<file path="config.mk">
export PLATFORM = sky130hd
export DESIGN_NAME = vec_alu_sequencer
export DESIGN_NICKNAME = d
export VERILOG_FILES = /design/src/rtl/vec_seq_pkg.sv /design/src/rtl/vec_seq_addr_gen.sv /design/src/rtl/vec_alu_sequencer.sv
export SDC_FILE = /design/constraint.sdc
export NUM_CORES = 1
export LEC_CHECK = 0
export BUFFER_PORTS_ARGS = -buffer_cell sky130_fd_sc_hd__buf_4
export CORE_AREA = 2 2 324 326
export DETAILED_ROUTE_END_ITERATION = 10
export DIE_AREA = 0 0 326 328
export GPL_TIMING_DRIVEN = 0
export PLACE_DENSITY = 0.41
export SLEW_MARGIN = 25
export SYNTH_ARGS = -nofsm -noshare
export SYNTH_HDL_FRONTEND = slang
export SYNTH_SLANG_ARGS = --single-unit
</file>
<file path="constraint.sdc">
create_clock -name clk -period 26.7 [get_ports clk]
set_input_delay 2.67 -clock clk [delete_from_list [all_inputs] [get_ports clk]]
set_output_delay 2.67 -clock clk [all_outputs]
set_load 0.1 [all_outputs]
</file>
<file path="src/rtl/vec_seq_pkg.sv">
// Shared types and constants for the vector ALU sequencer.
package vec_seq_pkg;

    localparam int unsigned LANES  = 4;
    localparam int unsigned DATA_W = 32;
    localparam int unsigned VEC_W  = LANES * DATA_W;
    localparam int unsigned VX_W   = 56;

    localparam logic [2:0] VOP_G = 3'b001;
    localparam logic [2:0] VOP_A = 3'b010;

    typedef enum logic [2:0] {
        IDLE,
        RD_A,
        CAP_A,
        RD_B,
        CAP_B,
        EXEC,
        WR,
        DONE
    } seq_state_e;

endpackage

</file>
<file path="src/rtl/vec_seq_addr_gen.sv">
// Chunk index register plus base+idx address generation (wraps at ADDR_W bits).
module vec_seq_addr_gen #(
    parameter int unsigned ADDR_W = 16,
    parameter int unsigned LEN_W  = 8
) (
    input  logic              clk,
    input  logic              rst,
    input  logic              load_i,
    input  logic              adv_i,
    input  logic [ADDR_W-1:0] src_a_i,
    input  logic [ADDR_W-1:0] src_b_i,
    input  logic [ADDR_W-1:0] dst_i,
    input  logic [LEN_W-1:0]  len_i,
    output logic [ADDR_W-1:0] addr_a_o,
    output logic [ADDR_W-1:0] addr_b_o,
    output logic [ADDR_W-1:0] addr_d_o,
    output logic              last_o
);

    logic [LEN_W-1:0]  idx_q;
    logic [LEN_W-1:0]  idx_d;
    logic [ADDR_W-1:0] idx_ext;

    always_comb begin
        idx_d = idx_q;
        if (load_i) begin
            idx_d = '0;
        end else if (adv_i) begin
            idx_d = idx_q + LEN_W'(1);
        end
    end

    always_ff @(posedge clk or posedge rst) begin
        if (rst) begin
            idx_q <= '0;
        end else begin
            idx_q <= idx_d;
        end
    end

    // Addresses follow the next index so the owner can register them on the same edge idx advances.
    assign idx_ext  = ADDR_W'(idx_d);
    assign addr_a_o = src_a_i + idx_ext;
    assign addr_b_o = src_b_i + idx_ext;
    assign addr_d_o = dst_i + idx_ext;
    assign last_o   = (idx_q == (len_i - LEN_W'(1)));

endmodule

</file>
<file path="src/rtl/vec_alu_sequencer.sv">
// Command-driven sequencer feeding the combinational vec_ALU over a shared memory port.
// Define VEC_SEQ_PERF_EN to add saturating perf_cycles / perf_stall counters.
module vec_alu_sequencer
    import vec_seq_pkg::*;
#(
    parameter int unsigned LANES  = 4,
    parameter int unsigned DATA_W = 32,
    parameter int unsigned ADDR_W = 16,
    parameter int unsigned LEN_W  = 8
) (
    input  logic                      clk,
    input  logic                      rst,
    input  logic                      cmd_valid,
    output logic                      cmd_ready,
    input  logic [2:0]                cmd_op,
    input  logic                      cmd_vcsub,
    input  logic [VX_W-1:0]           cmd_vx,
    input  logic [ADDR_W-1:0]         cmd_src_a,
    input  logic [ADDR_W-1:0]         cmd_src_b,
    input  logic [ADDR_W-1:0]         cmd_dst,
    input  logic [LEN_W-1:0]          cmd_len,
    output logic                      mem_req,
    output logic                      mem_we,
    output logic [ADDR_W-1:0]         mem_addr,
    output logic [LANES*DATA_W-1:0]   mem_wdata,
    input  logic                      mem_gnt,
    input  logic [LANES*DATA_W-1:0]   mem_rdata,
    output logic [2:0]                alu_op,
    output logic                      alu_vcsub,
    output logic [VX_W-1:0]           alu_vx,
    output logic [LANES*DATA_W-1:0]   alu_a,
    output logic [LANES*DATA_W-1:0]   alu_b,
    input  logic [LANES*DATA_W-1:0]   alu_out,
    output logic                      busy,
    output logic                      done
`ifdef VEC_SEQ_PERF_EN
    ,
    output logic [31:0]               perf_cycles,
    output logic [31:0]               perf_stall
`endif
);

    seq_state_e                state_q;
    logic                      ready_q, busy_q, done_q, req_q, we_q;
    logic [ADDR_W-1:0]         addr_q;
    logic [2:0]                op_q;
    logic                      vcsub_q;
    logic [VX_W-1:0]           vx_q;
    logic [ADDR_W-1:0]         src_a_q, src_b_q, dst_q;
    logic [LEN_W-1:0]          len_q;
    logic [LANES*DATA_W-1:0]   reg_a_q, reg_b_q, reg_r_q;

    logic                      load, adv, last;
    logic [ADDR_W-1:0]         addr_a, addr_b, addr_d;

    assign load = (state_q == IDLE) && cmd_valid;
    assign adv  = (state_q == WR) && mem_gnt && !last;

    vec_seq_addr_gen #(
        .ADDR_W (ADDR_W),
        .LEN_W  (LEN_W)
    ) u_addr_gen (
        .clk      (clk),
        .rst      (rst),
        .load_i   (load),
        .adv_i    (adv),
        .src_a_i  (src_a_q),
        .src_b_i  (src_b_q),
        .dst_i    (dst_q),
        .len_i    (len_q),
        .addr_a_o (addr_a),
        .addr_b_o (addr_b),
        .addr_d_o (addr_d),
        .last_o   (last)
    );

    always_ff @(posedge clk or posedge rst) begin
        if (rst) begin
            state_q <= IDLE;
            ready_q <= 1'b1;
            busy_q  <= 1'b0;
            done_q  <= 1'b0;
            req_q   <= 1'b0;
            we_q    <= 1'b0;
            addr_q  <= '0;
            op_q    <= '0;
            vcsub_q <= 1'b0;
            vx_q    <= '0;
            src_a_q <= '0;
            src_b_q <= '0;
            dst_q   <= '0;
            len_q   <= '0;
            reg_a_q <= '0;
            reg_b_q <= '0;
            reg_r_q <= '0;
        end else begin
            case (state_q)
                IDLE: begin
                    if (cmd_valid) begin
                        op_q    <= cmd_op;
                        vcsub_q <= cmd_vcsub;
                        vx_q    <= cmd_vx;
                        src_a_q <= cmd_src_a;
                        src_b_q <= cmd_src_b;
                        dst_q   <= cmd_dst;
                        len_q   <= cmd_len;
                        ready_q <= 1'b0;
                        busy_q  <= 1'b1;
                        if (cmd_len == '0) begin
                            state_q <= DONE;
                            done_q  <= 1'b1;
                        end else begin
                            // Base registers are not loaded yet, so the first address comes from the command.
                            state_q <= RD_A;
                            req_q   <= 1'b1;
                            we_q    <= 1'b0;
                            addr_q  <= cmd_src_a;
                        end
                    end
                end
                RD_A: begin
                    if (mem_gnt) begin
                        state_q <= CAP_A;
                        req_q   <= 1'b0;
                    end
                end
                CAP_A: begin
                    reg_a_q <= mem_rdata;
                    state_q <= RD_B;
                    req_q   <= 1'b1;
                    addr_q  <= addr_b;
                end
                RD_B: begin
                    if (mem_gnt) begin
                        state_q <= CAP_B;
                        req_q   <= 1'b0;
                    end
                end
                CAP_B: begin
                    reg_b_q <= mem_rdata;
                    state_q <= EXEC;
                end
                EXEC: begin
                    reg_r_q <= alu_out;
                    state_q <= WR;
                    req_q   <= 1'b1;
                    we_q    <= 1'b1;
                    addr_q  <= addr_d;
                end
                WR: begin
                    if (mem_gnt) begin
                        we_q <= 1'b0;
                        if (last) begin
                            state_q <= DONE;
                            req_q   <= 1'b0;
                            done_q  <= 1'b1;
                        end else begin
                            state_q <= RD_A;
                            addr_q  <= addr_a;
                        end
                    end
                end
                DONE: begin
                    state_q <= IDLE;
                    done_q  <= 1'b0;
                    busy_q  <= 1'b0;
                    ready_q <= 1'b1;
                end
                default: state_q <= IDLE;
            endcase
        end
    end

    assign cmd_ready = ready_q;
    assign busy      = busy_q;
    assign done      = done_q;
    assign mem_req   = req_q;
    assign mem_we    = we_q;
    assign mem_addr  = addr_q;
    assign mem_wdata = reg_r_q;
    assign alu_op    = op_q;
    assign alu_vcsub = vcsub_q;
    assign alu_vx    = vx_q;
    assign alu_a     = reg_a_q;
    assign alu_b     = reg_b_q;

`ifdef VEC_SEQ_PERF_EN
    logic [31:0] perf_cycles_q, perf_stall_q;

    always_ff @(posedge clk or posedge rst) begin
        if (rst) begin
            perf_cycles_q <= '0;
            perf_stall_q  <= '0;
        end else begin
            if (busy_q && (perf_cycles_q != '1)) begin
                perf_cycles_q <= perf_cycles_q + 32'd1;
            end
            if (req_q && !mem_gnt && (perf_stall_q != '1)) begin
                perf_stall_q <= perf_stall_q + 32'd1;
            end
        end
    end

    assign perf_cycles = perf_cycles_q;
    assign perf_stall  = perf_stall_q;
`endif

endmodule
</file>
==> flow_summary.toml, run 1 <==
[yosys]
synth_top_area_cell = "dfrtp_1"
synth_async_sr_flop_share_pct = 100.0
synth_top_family_by_area = "multiplexers"
synth_seq_area_share_pct = 62.82
synth_warnings = 0
synth_fa_ha_area_share_pct = 0.6848
avgSynthCellArea_um2 = 12.97
synth_compound_area_share_pct = 3.890
syn_area_um2 = 21200
synthCells = 1634
ys_types = 58
synth-xor-area-share_pct = 0.7851
synth_edf_count = 0
yosys.area_share.simple_pct = 8.471
synth-seq-cells = 532
synth_nets = 2021
synth_top_area_share_pct = 62.69
synthMuxAreaShare_pct = 21.48
synth_area_leaders = "dfrtp_1 63%, mux2_2 21%, nand2_1 6.7%"
synth_ff_type = "dfrtp_1"

[global_routing]
grt_pass1_vias = 17470
antenna_found_initial = 15
grt_overflow = 0
globalRouteTotalUtil_pct = 15.41
grt_pass1_wl_um = 121600
grt_max_degree = 96

[timing]
finalMaxSlewViolations = 0
max_freq_ghz = 0.1535
rsz0062_at_grt = "no"
fin_worst_skew_ns = 0.01575
slew_headroom_pct = 43.01
fin_crit_sh_pct = 24.39
tns_ns = 0
setup_viol_count_final = 0
finalHoldViolCount = 0
tightest_slew_ns = 0.8549
fin_ws_ns = 20.19
timing.final.crit_period_ns = 6.513

[cts]
cts.reportedPaths.clkPinSlew_ns = 0.06
tritoncts = "yes"
clock_latency_ns = 0.63
htreeDepth = 3
cts_repair_resize_count = 0
cts_hold_buf = 0
cts_made_buffers = 68
clock-sinks = 532
ctsRootBufferMaster = "clkbuf_16"
cts.path.max_buffers = 3
cts_setup_buffers = 0

[placed_design]
placedInstanceArea_um2 = 29380
dp_hpwl_um = 67670
gp_congestion = 0.8666
numPlacedInstances = 3859
numPortBuffers = 840
preCtsSetupSlack_ns = 19.55

[critical_path]
worstSetupStartpointType = "input port"
cp-end-kind = "flop"
cp_data_arrival_time_ns = 7.08
crit_family = "simple AND/OR/NAND/NOR gates"
worst-path-buf-inv = 3
critPathMaxStageDelay_ns = 0.63
cp_cell_sequence = "buf_4 -> nand2b_1 -> or3_1 -> clkbuf_1 -> clkbuf_1 -> nand2_1 -> mux2i_1 -> ha_1 -> and3_1 -> a221oi_1 -> o21ai_0 -> or3b_2 -> nor3b_1 -> nor3b_1 -> mux2_2"
crit_fanout = 10
worstSetupPathType = "input port to flop"
critical_path_required_ns = 27.27
cpMaxStageDelayCell = "clkbuf_1"

[floorplan]
num_rows = 118
die_x_um = 326
initial_core_util_pct = 20.54
pin_count = 841
core_um2 = 103200
dieArea_um2 = 106900
die_h_um = 328

[route]
vias_per_cell = 4.104
vias = 16350
wire_per_inst_um = 21.25
dr.pass1.iters = 5
drt-total-wl_um = 84680
drt-initial-drc-count = 789
post-route-drc-count = 0
ant_nets = 0

[layout]
final_common_cell = "buf_4"
areaGrowthSynthToFinish_pct = 48.98
final_cell_mix = "840 x buf_4, 531 x dfrtp_1, 391 x mux2_2"
layout-drive-gt1-share_pct = 53.02
postLayoutCellArea_um2 = 31580
final_nets = 2936
finalNonFillerCells = 3985

[run_status]
status = "complete, no violations"

[run]
cap_violations = 0

[hold_path]
hold_class = "flop to flop"
==> state kept, by name (all words and copies together), names as in the netlist <==
name              count
mem_wdata           128
alu_a               128
alu_op                3
alu_b               128
mem_req               1
u_addr_gen.idx_q      8
alu_vx               56
state_q               3
mem_addr             16
busy                  1
cmd_ready             1
alu_vcsub             1
done                  1
mem_we                1
src_b_q              16
src_a_q              16
len_q                 8
dst_q                16
==> cells by family after synthesis <==
group	count (synthesis)
muxes	405
xor gates and xnor gates	19
buffers and inverters	96
DFF	532
adders and majority gates	11
and+or+nand+nor	445
AOI/OAI and AO/OA	126
==> final timing paths <==
kind,to,cells past startpoint,slack [ns],startpoint
setup / recovery,mem_addr[12]$_DFFE_PP0P_,15,20.19,cmd_valid
hold / removal,alu_op[2]$_DFFE_PP0P_,2,0.47,alu_op[2]$_DFFE_PP0P_
setup reg to reg,mem_addr[12]$_DFFE_PP0P_,15,21.41,state_q[1]$_DFFE_PP0P_
hold reg to reg,alu_op[2]$_DFFE_PP0P_,2,0.47,alu_op[2]$_DFFE_PP0P_
max in group asynchronous,mem_wdata[114]$_DFFE_PP0P_,5,22.79,rst
min in group asynchronous,mem_wdata[29]$_DFFE_PP0P_,2,2.14,rst
==> area by class of cell <==
type / instances / area (µm²)
diodes: 6 / 15.01
plain buffers: 85 / 357.8
clock buffers: 98 / 1977
clock inverters: 22 / 205.2
fillers: 10620 / 71620
inverters: 11 / 48.80
multi-input cells: 1006 / 7490
flip-flops and latches: 532 / 13310
well taps: 1380 / 1727
repair buffers: 845 / 6444
==> worst min-delay path, delay by kind of cell (launching register included) <==
family	cells	cell delay [ns]
simple gates	2	0.10
flops	1	0.34
==> routing by layer <==
layer / global-route usage, % / share of wire (%) / wire length, µm
met3: 5.362 / 7.9 / 6717
met4: 4.538 / 2.3 / 1962
met1: 18.01 / 39 / 33170
met5: 0 / 0.14 / 116
met2: 26.54 / 50 / 42720
==> stage by stage <==
stage	utilization, %	hold WS (ns)
after detailed placement	28.47	0.4638
after floorplan	-	0.4465
after CTS	30.58	0.4777
final	30.60	0.4718
after global routing	30.60	0.4974
after global placement	28.32	0.4649
==> synth_stat cells (all sizes together), types with 3 or more instances <==
master	number
a21o	5
a21oi	30
a22o	10
a22oi	4
a31oi	5
and3	4
buf	36
clkbuf	49
dfrtp	531
ha	10
inv	11
mux2	399
mux2i	6
nand2	376
nand3	8
nand4	5
nor2	21
nor2b	3
nor3	9
nor3b	4
nor4	4
o211ai	3
o21a	3
o21ai	24
o22ai	22
o31ai	3
xnor2	7
xor2	12
Power of run 1 is left out: the tool's default activity adds up to more than one toggle a clock period on the data nets, which glitch-free logic cannot reach.
==> run 2, diff against run 1 <==
--- a/config.mk
+++ b/config.mk
@@ -6,11 +6,11 @@
 export NUM_CORES = 1
 export LEC_CHECK = 0
 export BUFFER_PORTS_ARGS = -buffer_cell sky130_fd_sc_hd__buf_4
-export CORE_AREA = 2 2 324 326
+export CORE_AREA = 2 2 326 328
 export DETAILED_ROUTE_END_ITERATION = 10
-export DIE_AREA = 0 0 326 328
+export DIE_AREA = 0 0 328 330
 export GPL_TIMING_DRIVEN = 0
-export PLACE_DENSITY = 0.41
+export PLACE_DENSITY = 0.42
 export SLEW_MARGIN = 25
 export SYNTH_ARGS = -nofsm -noshare
 export SYNTH_HDL_FRONTEND = slang
==> constraint.sdc (replaced) <==
create_clock -name clk -period 5.88 [get_ports clk]
set_input_delay 0.588 -clock clk [delete_from_list [all_inputs] [get_ports clk]]
set_output_delay 0.588 -clock clk [all_outputs]
set_load 0.1 [all_outputs]
==> flow_summary.toml, run 2 (same netlist as run 1, synthesis figures left out) <==
[timing]
timing.final.crit_period_ns = 5.085
finalHoldViolCount = 0
rsz0062_at_grt = "no"
setup_viol_count_final = 0
hold_ws_ns = 0.06371
slew_headroom_pct = 31.49
tns_ns = 0
fin_worst_skew_ns = 0.01771
max_freq_ghz = 0.1967
fin_crit_sh_pct = 86.48
tightest_slew_ns = 1.028
finalMaxSlewViolations = 0

[global_routing]
grt_pass1_vias = 17630
grt_max_degree = 34
use_met1_pct = 17.56
grt_overflow = 0
use_met3_pct = 5.074
grt_use_met2_pct = 26.34
antenna_found_initial = 17
globalRouteTotalUtil_pct = 15.20
grt_pass1_wl_um = 121500
busiest_layer = "met2"

[layout]
areaGrowthSynthToFinish_pct = 50.76
final_cell_mix = "841 x buf_4, 531 x dfrtp_1, 391 x mux2_2"
finalNonFillerCells = 4014
final_common_cell = "buf_4"
postLayoutCellArea_um2 = 31950
final_nets = 2952
layout-drive-gt1-share_pct = 53.40

[floorplan]
die_h_um = 330
num_rows = 119
pin_count = 841
initial_core_util_pct = 20.25
dieArea_um2 = 108200
core_um2 = 104700
die_x_um = 328

[critical_path]
critical_path_required_ns = 6.44
reg2regPathDepth = 15
crit_family = "buffers and inverters"
rr_startpoint = "state_q[1]$_DFFE_PP0P_"
worstSetupPathType = "flop to flop"
cpMaxStageDelayCell = "clkbuf_1"
reg2reg_slack_ns = 0.79
worstSetupStartpointType = "flop"
cp-end-kind = "flop"
timing.rr.end = "mem_addr[14]$_DFFE_PP0P_"
cp_cell_sequence = "buf_1 -> buf_2 -> or3_1 -> clkbuf_1 -> clkbuf_1 -> nand2_1 -> mux2i_1 -> ha_1 -> a21o_1 -> a221oi_1 -> o21ai_0 -> or3b_2 -> or3_1 -> a31o_1 -> mux2i_1"
cp_data_arrival_time_ns = 5.64
critPathMaxStageDelay_ns = 0.57
crit_fanout = 10
worst-path-buf-inv = 4

[route]
dr.pass1.iters = 5
vias = 16610
ant_nets = 0
post-route-drc-count = 0
wire_per_inst_um = 21.31
vias_per_cell = 4.139
drt-initial-drc-count = 769
drt-total-wl_um = 85530

[cts]
tritoncts = "yes"
cts_hold_buf = 0
cts_repair_resize_count = 0
cts_setup_buffers = 0
cts_made_buffers = 69
clock-sinks = 532
htreeDepth = 3
ctsRootBufferMaster = "clkbuf_16"
cts.reportedPaths.clkPinSlew_ns = 0.06
clock_latency_ns = 0.63
cts.path.max_buffers = 3

[placed_design]
gp_congestion = 0.8649
placedInstanceArea_um2 = 29660
dp_hpwl_um = 69070
numPortBuffers = 840
numPlacedInstances = 3885

[hold_path]
hold_class = "input port to async pin"

[run]
cap_violations = 0

[run_status]
status = "complete, no violations"
-- run 2: through the flow --
stage,util (%),setup WS [ns]
final,30.53,0.7949
after global routing,30.52,0.3856
after CTS,30.51,0.7010
after detailed placement,28.33,0.7291
after global placement,27.94,-5.301
after floorplan,-,-1.939
-- run 2: worst reg2reg max path: cells and delay by family (launching register included) --
kind	cells	cell delay, ns
buffers and inverters	4	1.76
AND/OR/NAND/NOR	4	1.14
AO/OA/AOI/OAI	4	0.88
multiplexers	2	0.55
flip-flops	1	0.39
adder cells (fa/ha/maj)	1	0.30
-- run 2: how the worst max path moves through the flow --
stage                                start                  endpoint  slack (ns)  cells after the start
global route        state_q[1]$_DFFE_PP0P_  mem_addr[10]$_DFFE_PP0P_        0.39                     15
detailed placement  state_q[1]$_DFFE_PP0P_  mem_addr[14]$_DFFE_PP0P_        0.73                     15
global placement                       rst     alu_a[70]$_DFFE_PP0P_       -5.30                      2
floorplan                              rst      alu_a[0]$_DFFE_PP0P_       -1.94                      1
finish              state_q[1]$_DFFE_PP0P_  mem_addr[14]$_DFFE_PP0P_        0.79                     15
CTS                 state_q[1]$_DFFE_PP0P_  mem_addr[14]$_DFFE_PP0P_        0.70                     15
-- run 2: area by class of cell --
type                    instances  area, µm²
fillers                     10780      72720
flip-flops and latches        532      13310
multi-input cells            1006       7490
repair buffers                860       6709
clock buffers                  99       1989
well taps                    1391       1740
plain buffers                  85      359.1
clock inverters                23      289.0
inverters                      11      45.04
diodes                          7      17.52
-- run 2: metal layers --
layer	wire [µm]	vias up
met5	111	-
met4	2073	18
met3	6765	124
met2	43650	651
met1	32940	8318
li1	-	7501
Power of run 2 is left out for the same reason.
